### src/rtl/sume_axi_pkg.sv
// Shared types for the IPIF-to-AXI4-Lite master bridge: FSM state encoding
// and AXI response codes.
package sume_axi_pkg;

  typedef enum logic [2:0] {
    ST_IDLE  = 3'd0,
    ST_WR    = 3'd1,
    ST_WRESP = 3'd2,
    ST_RADDR = 3'd3,
    ST_RDATA = 3'd4,
    ST_DONE  = 3'd5
  } state_t;

  localparam logic [1:0] OKAY   = 2'b00;
  localparam logic [1:0] EXOKAY = 2'b01;
  localparam logic [1:0] SLVERR = 2'b10;
  localparam logic [1:0] DECERR = 2'b11;

  // Anything other than plain OKAY is reported to the requester as an error.
  function automatic logic resp_is_err(input logic [1:0] resp);
    logic err;
    unique case (resp)
      OKAY:                   err = 1'b0;
      EXOKAY, SLVERR, DECERR: err = 1'b1;
      default:                err = 1'b1;
    endcase
    return err;
  endfunction

endpackage

### src/rtl/sume_axi_master_if_if.sv
// AXI4-Lite bus bundle between the bridge (master) and a register bank (slave).
interface sume_axi_lite_if #(
  parameter int DATA_W = 32,
  parameter int ADDR_W = 32
) ();

  logic [ADDR_W-1:0]   M_AXI_AWADDR;
  logic                M_AXI_AWVALID;
  logic                M_AXI_AWREADY;
  logic [DATA_W-1:0]   M_AXI_WDATA;
  logic [DATA_W/8-1:0] M_AXI_WSTRB;
  logic                M_AXI_WVALID;
  logic                M_AXI_WREADY;
  logic                M_AXI_BVALID;
  logic                M_AXI_BREADY;
  logic [1:0]          M_AXI_BRESP;
  logic [ADDR_W-1:0]   M_AXI_ARADDR;
  logic                M_AXI_ARVALID;
  logic                M_AXI_ARREADY;
  logic [DATA_W-1:0]   M_AXI_RDATA;
  logic                M_AXI_RVALID;
  logic                M_AXI_RREADY;
  logic [1:0]          M_AXI_RRESP;

  modport master (
    output M_AXI_AWADDR, M_AXI_AWVALID, M_AXI_WDATA, M_AXI_WSTRB, M_AXI_WVALID,
           M_AXI_BREADY, M_AXI_ARADDR, M_AXI_ARVALID, M_AXI_RREADY,
    input  M_AXI_AWREADY, M_AXI_WREADY, M_AXI_BVALID, M_AXI_BRESP,
           M_AXI_ARREADY, M_AXI_RDATA, M_AXI_RVALID, M_AXI_RRESP
  );

  modport slave (
    input  M_AXI_AWADDR, M_AXI_AWVALID, M_AXI_WDATA, M_AXI_WSTRB, M_AXI_WVALID,
           M_AXI_BREADY, M_AXI_ARADDR, M_AXI_ARVALID, M_AXI_RREADY,
    output M_AXI_AWREADY, M_AXI_WREADY, M_AXI_BVALID, M_AXI_BRESP,
           M_AXI_ARREADY, M_AXI_RDATA, M_AXI_RVALID, M_AXI_RRESP
  );

endinterface

### src/rtl/sume_axi_master_if.sv
// Single-outstanding IPIF command -> AXI4-Lite master bridge.
// Optional SUME_AXI_MASTER_RESP_ERR_EN adds Bus2IP_Mst_Error for non-OKAY responses.
module sume_axi_master_if
  import sume_axi_pkg::*;
#(
  parameter int C_M_AXI_DATA_WIDTH = 32,
  parameter int C_M_AXI_ADDR_WIDTH = 32
) (
  input  logic                            M_AXI_ACLK,
  input  logic                            M_AXI_ARESETN,
  sume_axi_lite_if.master                 m_axi,
  input  logic                            IP2Bus_MstRd_Req,
  input  logic                            IP2Bus_MstWr_Req,
  input  logic [C_M_AXI_ADDR_WIDTH-1:0]   IP2Bus_Mst_Addr,
  input  logic [C_M_AXI_DATA_WIDTH/8-1:0] IP2Bus_Mst_BE,
  input  logic [C_M_AXI_DATA_WIDTH-1:0]   IP2Bus_MstWr_d,
  output logic                            Bus2IP_Mst_CmdAck,
  output logic                            Bus2IP_Mst_Cmplt,
  output logic [C_M_AXI_DATA_WIDTH-1:0]   Bus2IP_MstRd_d
`ifdef SUME_AXI_MASTER_RESP_ERR_EN
  ,
  output logic                            Bus2IP_Mst_Error
`endif
);

  localparam int STRB_W = C_M_AXI_DATA_WIDTH / 8;

  state_t                          r_state;
  logic [C_M_AXI_ADDR_WIDTH-1:0]   r_awaddr;
  logic [C_M_AXI_ADDR_WIDTH-1:0]   r_araddr;
  logic [C_M_AXI_DATA_WIDTH-1:0]   r_wdata;
  logic [STRB_W-1:0]               r_wstrb;
  logic                            r_awvalid;
  logic                            r_wvalid;
  logic                            r_bready;
  logic                            r_arvalid;
  logic                            r_rready;
  logic                            r_cmdack;
  logic                            r_cmplt;
  logic [C_M_AXI_DATA_WIDTH-1:0]   r_rd_d;
`ifdef SUME_AXI_MASTER_RESP_ERR_EN
  logic                            r_err;
`else
  wire w_unused_resp = ^{m_axi.M_AXI_BRESP, m_axi.M_AXI_RRESP};
`endif

  // A channel counts as done once its VALID is already low or is being accepted now.
  wire w_aw_done = !r_awvalid || m_axi.M_AXI_AWREADY;
  wire w_w_done  = !r_wvalid  || m_axi.M_AXI_WREADY;

  always_ff @(posedge M_AXI_ACLK or negedge M_AXI_ARESETN) begin
    if (!M_AXI_ARESETN) begin
      r_state   <= ST_IDLE;
      r_awaddr  <= '0;
      r_araddr  <= '0;
      r_wdata   <= '0;
      r_wstrb   <= '0;
      r_awvalid <= 1'b0;
      r_wvalid  <= 1'b0;
      r_bready  <= 1'b0;
      r_arvalid <= 1'b0;
      r_rready  <= 1'b0;
      r_cmdack  <= 1'b0;
      r_cmplt   <= 1'b0;
      r_rd_d    <= '0;
`ifdef SUME_AXI_MASTER_RESP_ERR_EN
      r_err     <= 1'b0;
`endif
    end else begin
      r_cmdack <= 1'b0;
      r_cmplt  <= 1'b0;
      unique case (r_state)
        // DONE accepts a new command on its exit edge, exactly like IDLE.
        ST_IDLE, ST_DONE: begin
          r_state <= ST_IDLE;
`ifdef SUME_AXI_MASTER_RESP_ERR_EN
          r_err   <= 1'b0;
`endif
          if (IP2Bus_MstWr_Req) begin
            r_awaddr  <= IP2Bus_Mst_Addr;
            r_wdata   <= IP2Bus_MstWr_d;
            r_wstrb   <= IP2Bus_Mst_BE;
            r_awvalid <= 1'b1;
            r_wvalid  <= 1'b1;
            r_cmdack  <= 1'b1;
            r_state   <= ST_WR;
          end else if (IP2Bus_MstRd_Req) begin
            r_araddr  <= IP2Bus_Mst_Addr;
            r_arvalid <= 1'b1;
            r_cmdack  <= 1'b1;
            r_state   <= ST_RADDR;
          end
        end
        ST_WR: begin
          if (r_awvalid && m_axi.M_AXI_AWREADY) r_awvalid <= 1'b0;
          if (r_wvalid && m_axi.M_AXI_WREADY)   r_wvalid  <= 1'b0;
          if (w_aw_done && w_w_done) begin
            r_bready <= 1'b1;
            r_state  <= ST_WRESP;
          end
        end
        ST_WRESP: begin
          if (m_axi.M_AXI_BVALID) begin
            r_bready <= 1'b0;
            r_cmplt  <= 1'b1;
            r_state  <= ST_DONE;
`ifdef SUME_AXI_MASTER_RESP_ERR_EN
            r_err    <= resp_is_err(m_axi.M_AXI_BRESP);
`endif
          end
        end
        ST_RADDR: begin
          if (m_axi.M_AXI_ARREADY) begin
            r_arvalid <= 1'b0;
            r_rready  <= 1'b1;
            r_state   <= ST_RDATA;
          end
        end
        ST_RDATA: begin
          if (m_axi.M_AXI_RVALID) begin
            r_rd_d   <= m_axi.M_AXI_RDATA;
            r_rready <= 1'b0;
            r_cmplt  <= 1'b1;
            r_state  <= ST_DONE;
`ifdef SUME_AXI_MASTER_RESP_ERR_EN
            r_err    <= resp_is_err(m_axi.M_AXI_RRESP);
`endif
          end
        end
        default: r_state <= ST_IDLE;
      endcase
    end
  end

  assign m_axi.M_AXI_AWADDR  = r_awaddr;
  assign m_axi.M_AXI_AWVALID = r_awvalid;
  assign m_axi.M_AXI_WDATA   = r_wdata;
  assign m_axi.M_AXI_WSTRB   = r_wstrb;
  assign m_axi.M_AXI_WVALID  = r_wvalid;
  assign m_axi.M_AXI_BREADY  = r_bready;
  assign m_axi.M_AXI_ARADDR  = r_araddr;
  assign m_axi.M_AXI_ARVALID = r_arvalid;
  assign m_axi.M_AXI_RREADY  = r_rready;

  assign Bus2IP_Mst_CmdAck = r_cmdack;
  assign Bus2IP_Mst_Cmplt  = r_cmplt;
  assign Bus2IP_MstRd_d    = r_rd_d;
`ifdef SUME_AXI_MASTER_RESP_ERR_EN
  assign Bus2IP_Mst_Error  = r_err;
`endif

endmodule

### src/flat_wrapper.sv
// flat-port wrapper written by rule: the top's interface ports become plain ports
module sume_axi_master_if_flat import sume_axi_pkg::*;
#(
  parameter int C_M_AXI_DATA_WIDTH = 32,
  parameter int C_M_AXI_ADDR_WIDTH = 32
)
  (M_AXI_ACLK, M_AXI_ARESETN, IP2Bus_MstRd_Req, IP2Bus_MstWr_Req, IP2Bus_Mst_Addr, IP2Bus_Mst_BE, IP2Bus_MstWr_d, Bus2IP_Mst_CmdAck, Bus2IP_Mst_Cmplt, Bus2IP_MstRd_d, m_axi_M_AXI_AWADDR, m_axi_M_AXI_AWVALID, m_axi_M_AXI_WDATA, m_axi_M_AXI_WSTRB, m_axi_M_AXI_WVALID, m_axi_M_AXI_BREADY, m_axi_M_AXI_ARADDR, m_axi_M_AXI_ARVALID, m_axi_M_AXI_RREADY, m_axi_M_AXI_AWREADY, m_axi_M_AXI_WREADY, m_axi_M_AXI_BVALID, m_axi_M_AXI_BRESP, m_axi_M_AXI_ARREADY, m_axi_M_AXI_RDATA, m_axi_M_AXI_RVALID, m_axi_M_AXI_RRESP);
  sume_axi_lite_if #(.DATA_W((32)), .ADDR_W((32))) m_axi_i ();
  input  logic M_AXI_ACLK;
  input  logic M_AXI_ARESETN;
  input  logic IP2Bus_MstRd_Req;
  input  logic IP2Bus_MstWr_Req;
  input  logic [C_M_AXI_ADDR_WIDTH-1:0] IP2Bus_Mst_Addr;
  input  logic [C_M_AXI_DATA_WIDTH/8-1:0] IP2Bus_Mst_BE;
  input  logic [C_M_AXI_DATA_WIDTH-1:0] IP2Bus_MstWr_d;
  output logic Bus2IP_Mst_CmdAck;
  output logic Bus2IP_Mst_Cmplt;
  output logic [C_M_AXI_DATA_WIDTH-1:0] Bus2IP_MstRd_d;
  output wire logic [$bits(m_axi_i.M_AXI_AWADDR)-1:0] m_axi_M_AXI_AWADDR;
  output wire logic [$bits(m_axi_i.M_AXI_AWVALID)-1:0] m_axi_M_AXI_AWVALID;
  output wire logic [$bits(m_axi_i.M_AXI_WDATA)-1:0] m_axi_M_AXI_WDATA;
  output wire logic [$bits(m_axi_i.M_AXI_WSTRB)-1:0] m_axi_M_AXI_WSTRB;
  output wire logic [$bits(m_axi_i.M_AXI_WVALID)-1:0] m_axi_M_AXI_WVALID;
  output wire logic [$bits(m_axi_i.M_AXI_BREADY)-1:0] m_axi_M_AXI_BREADY;
  output wire logic [$bits(m_axi_i.M_AXI_ARADDR)-1:0] m_axi_M_AXI_ARADDR;
  output wire logic [$bits(m_axi_i.M_AXI_ARVALID)-1:0] m_axi_M_AXI_ARVALID;
  output wire logic [$bits(m_axi_i.M_AXI_RREADY)-1:0] m_axi_M_AXI_RREADY;
  input wire logic [$bits(m_axi_i.M_AXI_AWREADY)-1:0] m_axi_M_AXI_AWREADY;
  input wire logic [$bits(m_axi_i.M_AXI_WREADY)-1:0] m_axi_M_AXI_WREADY;
  input wire logic [$bits(m_axi_i.M_AXI_BVALID)-1:0] m_axi_M_AXI_BVALID;
  input wire logic [$bits(m_axi_i.M_AXI_BRESP)-1:0] m_axi_M_AXI_BRESP;
  input wire logic [$bits(m_axi_i.M_AXI_ARREADY)-1:0] m_axi_M_AXI_ARREADY;
  input wire logic [$bits(m_axi_i.M_AXI_RDATA)-1:0] m_axi_M_AXI_RDATA;
  input wire logic [$bits(m_axi_i.M_AXI_RVALID)-1:0] m_axi_M_AXI_RVALID;
  input wire logic [$bits(m_axi_i.M_AXI_RRESP)-1:0] m_axi_M_AXI_RRESP;
  assign m_axi_M_AXI_AWADDR = m_axi_i.M_AXI_AWADDR;
  assign m_axi_M_AXI_AWVALID = m_axi_i.M_AXI_AWVALID;
  assign m_axi_M_AXI_WDATA = m_axi_i.M_AXI_WDATA;
  assign m_axi_M_AXI_WSTRB = m_axi_i.M_AXI_WSTRB;
  assign m_axi_M_AXI_WVALID = m_axi_i.M_AXI_WVALID;
  assign m_axi_M_AXI_BREADY = m_axi_i.M_AXI_BREADY;
  assign m_axi_M_AXI_ARADDR = m_axi_i.M_AXI_ARADDR;
  assign m_axi_M_AXI_ARVALID = m_axi_i.M_AXI_ARVALID;
  assign m_axi_M_AXI_RREADY = m_axi_i.M_AXI_RREADY;
  assign m_axi_i.M_AXI_AWREADY = m_axi_M_AXI_AWREADY;
  assign m_axi_i.M_AXI_WREADY = m_axi_M_AXI_WREADY;
  assign m_axi_i.M_AXI_BVALID = m_axi_M_AXI_BVALID;
  assign m_axi_i.M_AXI_BRESP = m_axi_M_AXI_BRESP;
  assign m_axi_i.M_AXI_ARREADY = m_axi_M_AXI_ARREADY;
  assign m_axi_i.M_AXI_RDATA = m_axi_M_AXI_RDATA;
  assign m_axi_i.M_AXI_RVALID = m_axi_M_AXI_RVALID;
  assign m_axi_i.M_AXI_RRESP = m_axi_M_AXI_RRESP;
  sume_axi_master_if #(.C_M_AXI_DATA_WIDTH(C_M_AXI_DATA_WIDTH), .C_M_AXI_ADDR_WIDTH(C_M_AXI_ADDR_WIDTH)) u_core (.M_AXI_ACLK(M_AXI_ACLK), .M_AXI_ARESETN(M_AXI_ARESETN), .m_axi(m_axi_i), .IP2Bus_MstRd_Req(IP2Bus_MstRd_Req), .IP2Bus_MstWr_Req(IP2Bus_MstWr_Req), .IP2Bus_Mst_Addr(IP2Bus_Mst_Addr), .IP2Bus_Mst_BE(IP2Bus_Mst_BE), .IP2Bus_MstWr_d(IP2Bus_MstWr_d), .Bus2IP_Mst_CmdAck(Bus2IP_Mst_CmdAck), .Bus2IP_Mst_Cmplt(Bus2IP_Mst_Cmplt), .Bus2IP_MstRd_d(Bus2IP_MstRd_d));
endmodule
### config.mk
export PLATFORM = sky130hd
export DESIGN_NAME = sume_axi_master_if_flat
export DESIGN_NICKNAME = d
export VERILOG_FILES = /design/src/rtl/sume_axi_pkg.sv /design/src/rtl/sume_axi_master_if_if.sv /design/src/rtl/sume_axi_master_if.sv /design/src/flat_wrapper.sv
export SDC_FILE = /design/constraint.sdc
export NUM_CORES = 1
export LEC_CHECK = 0
export CAP_MARGIN = 20
export CORE_UTILIZATION = 45
export DETAILED_ROUTE_END_ITERATION = 16
export DONT_BUFFER_PORTS = 1
export SLEW_MARGIN = 0
export SYNTH_ARGS = -nofsm -noshare
export SYNTH_HDL_FRONTEND = slang
export SYNTH_SLANG_ARGS = --single-unit
### constraint.sdc
create_clock -name M_AXI_ACLK -period 2.9 [get_ports M_AXI_ACLK]
set_input_delay 0.435 -clock M_AXI_ACLK [delete_from_list [all_inputs] [get_ports M_AXI_ACLK]]
set_output_delay 0.435 -clock M_AXI_ACLK [all_outputs]
set_load 0.005 [all_outputs]
==> reports/results.ini <==
[power_and_ir_drop]
p_leak_nw = 2.67
power_per_cell_area_nw_per_um2 = 1230
combPwrFrac_pct = 21.5
peakVddDrop_mv = 0.432
p_sw_mw = 2.26
internal_power_mw = 5.33
p_seq_share_pct = 51.1
p_clk_share_pct = 27.4
swShare_pct = 29.8

[routing]
wl_met1_mm = 3.89
met2_length_mm = 5.21
drt_first_pass_iters = 4
drc = 0
totalWireLength_mm = 10.4
top_layer = met4
postRouteAntennaNets = 0
drt-initial-drc-count = 97
avgRoutedWirePerCell_um = 20.5
routed_via_density = 5.60
met3WireLength_mm = 1.09
vias = 2833

[sta]
max_freq_mhz = 476
fin_crit_ps = 2100
slew_headroom_pct = 51.4
slew_violations = 0
hold_viol = 142
rsz0062_at_grt = false
finClkSkew_ps = 5.44
fin_crit_sh_pct = 72.5
tightestPinTransition_ps = 729
fin_hold_ws_ps = -278
tns_ps = 0
setup_violations = 0

[global_routing]
track_usage_pct = 16.8
grt-ovfl-total = 0
grt_pass1_wl_mm = 16.0
grt_max_degree = 143
grt_pass1_vias = 3014
grt_antenna_before_repair = 0

[logic_synthesis]
ys.warnings.count = 0
synth_area_leaders = dfrtp_1 (65%), mux2_2 (17%), mux2_1 (9.8%), buf_4 (0.82%), buf_2 (0.73%)
dominantRegCellSynth = dfrtp_1
synth_area_per_cell_um2 = 15.9
syn-instance-count = 345
ys_seq_area_share_pct = 64.7
yosysTopAreaCellShare_pct = 64.7
yosysTopAreaCell = dfrtp_1
synthesis.area_um2 = 5500
synth.distinct_cells = 33
synth_nets = 458
postSynth.asyncResetShare_pct = 100
ys_ff_latch = 142
synth_edf_count = 0

[layout]
finish.instance_area_um2 = 6190
nFillCells = 954
layout-drive-gt1-share_pct = 34.2
syn2layout_area_growth_pct = 12.7
final_nets = 463
antenna-diode-count = 0
fin_cells = 506

[clocking]
cts_max_level = 4
cts_tree = done
root_buffer = clkbuf_16
cts_buffers = 17
clk_pin_slew_ps = 60
cts_resized = 0
clk_latency_ps = 410
cts.sink_count = 142
clk_path_buf_depth = 2

[die]
start_util_pct = 47.1
boundaryPins = 252
die_w_um = 113
fp.dieArea_um2 = 12700
die_h_um = 113
rows = 39
core_area_um2 = 11700

[placement]
io_buffers = 0
hpwlAfterDp_mm = 7.02
placed_area_um2 = 5620
dp.cells = 474
gp_congestion = 0.752

[worst_setup_path]
crit_type = flip-flop to flip-flop
worst_ep_required_time_ps = 3190
cp-end-kind = flip-flop
worstPathArrival_ps = 2390
crit_fanout = 33
crit_path_start_kind = flip-flop

[hold_path]
holdCritPathClass = input port to async pin

[outcome]
violations = hold timing
outcome = finished with violations

[flow_run]
drv_cap = 0

[routing by layer]
layer | vias to the layer above | global-route usage (%)
li1 | 1233 | -
met1 | 1429 | 18.0
met2 | 156 | 27.9
met3 | 15 | 8.15
met4 | 0 | 7.82
met5 | - | 0
[critical path, cell delays in order (launching register included)]
cell and delay, ps:
dfrtp_1 500, nor2b_1 210, buf_4 200, nor4_4 220, buf_4 440, mux2_2 390
[area by class of cell]
cell class | count | area (um^2) | share of cell area [%]
clock buffer | 21 | 460 | 7.43
clock inverter | 11 | 115 | 1.86
inverter | 3 | 11.3 | 0.182
multi-input combinational | 182 | 1830 | 29.6
sequential | 142 | 3550 | 57.4
tap | 143 | 179 | 2.89
timing repair buffer | 4 | 42.5 | 0.687
[cells in the mapped netlist, types with 3 or more instances]
library cell  number
a21oi_1            5
buf_2              8
buf_4              6
clkbuf_1           3
dfrtp_1          142
inv_1              3
mux2_1            48
mux2_2            84
nand2_1            3
nand2b_1           4
nor2_1             5
nor2b_1            3
nor3b_1            3
o21ai_0            4
[path summary, 6_finish.rpt]
check / startpoint / endpoint / slack, ps / cells after the start
hold reg to reg: u_core.m_axi.M_AXI_ARADDR[11] / u_core.m_axi.M_AXI_ARADDR[11] / 510 / 1
setup / recovery: u_core.r_state[0] / u_core.m_axi.M_AXI_ARADDR[0] / 800 / 5
min in group M_AXI_ACLK: m_axi_M_AXI_ARREADY / u_core.m_axi.M_AXI_ARVALID / 130 / 1
setup reg to reg: u_core.r_state[0] / u_core.m_axi.M_AXI_ARADDR[0] / 800 / 5
hold / removal: M_AXI_ARESETN / u_core.m_axi.M_AXI_WDATA[31] / -280 / 0
max in group asynchronous: M_AXI_ARESETN / u_core.m_axi.M_AXI_WDATA[7] / 3010 / 0
[what timing repair did]
action / in CTS / in global routing
hold endpoints to repair: 142 / 142
setup buffers: 0 / 0
endpoints found under the setup margin: 0 / 0
[power groups by stage]
stage	clock network, mW	registers [mW]	logic, mW
final	2.08	3.87	1.63
after global routing	2.22	4.01	1.79
after CTS	2.14	3.90	1.67
after detailed placement	0	3.92	1.66
after global placement	0	3.91	1.58
after floorplan	0	3.58	1.52
[logic make-up after synthesis]
kind of cell	synth area share, %
AO/OA/AOI/OAI	2.48
multiplexers	27.2
buffers and inverters	2.16
flip-flops	64.7
AND/OR/NAND/NOR	3.46
[registers in the layout (all words and copies together) (netlist names), 3 cells and up]
name,cells
u_core.Bus2IP_MstRd_d,32
u_core.m_axi.M_AXI_ARADDR,32
u_core.m_axi.M_AXI_AWADDR,32
u_core.m_axi.M_AXI_WDATA,32
u_core.m_axi.M_AXI_WSTRB,4
u_core.r_state,3
[per-stage QoR]
stage | power, mW | utilization (%) | setup slack, ps
finish | 7.59 | 53.1 | 798
global route | 8.02 | 53.1 | 647
CTS | 7.70 | 53.1 | 794
detailed placement | 5.58 | 48.2 | 809
global placement | 5.49 | 48.2 | 804
floorplan | 5.10 | - | 1170
[cells in the final DEF, fill, tap and decap left out, types with 4 or more instances in the layout]
master,n
a21oi_1,5
clkbuf_16,17
clkinv_2,6
dfrtp_1,142
mux2_1,48
mux2_2,84
nand2b_1,4
nor2_1,5
o21ai_0,4
Note: power is estimated with default switching activity, not from simulation.
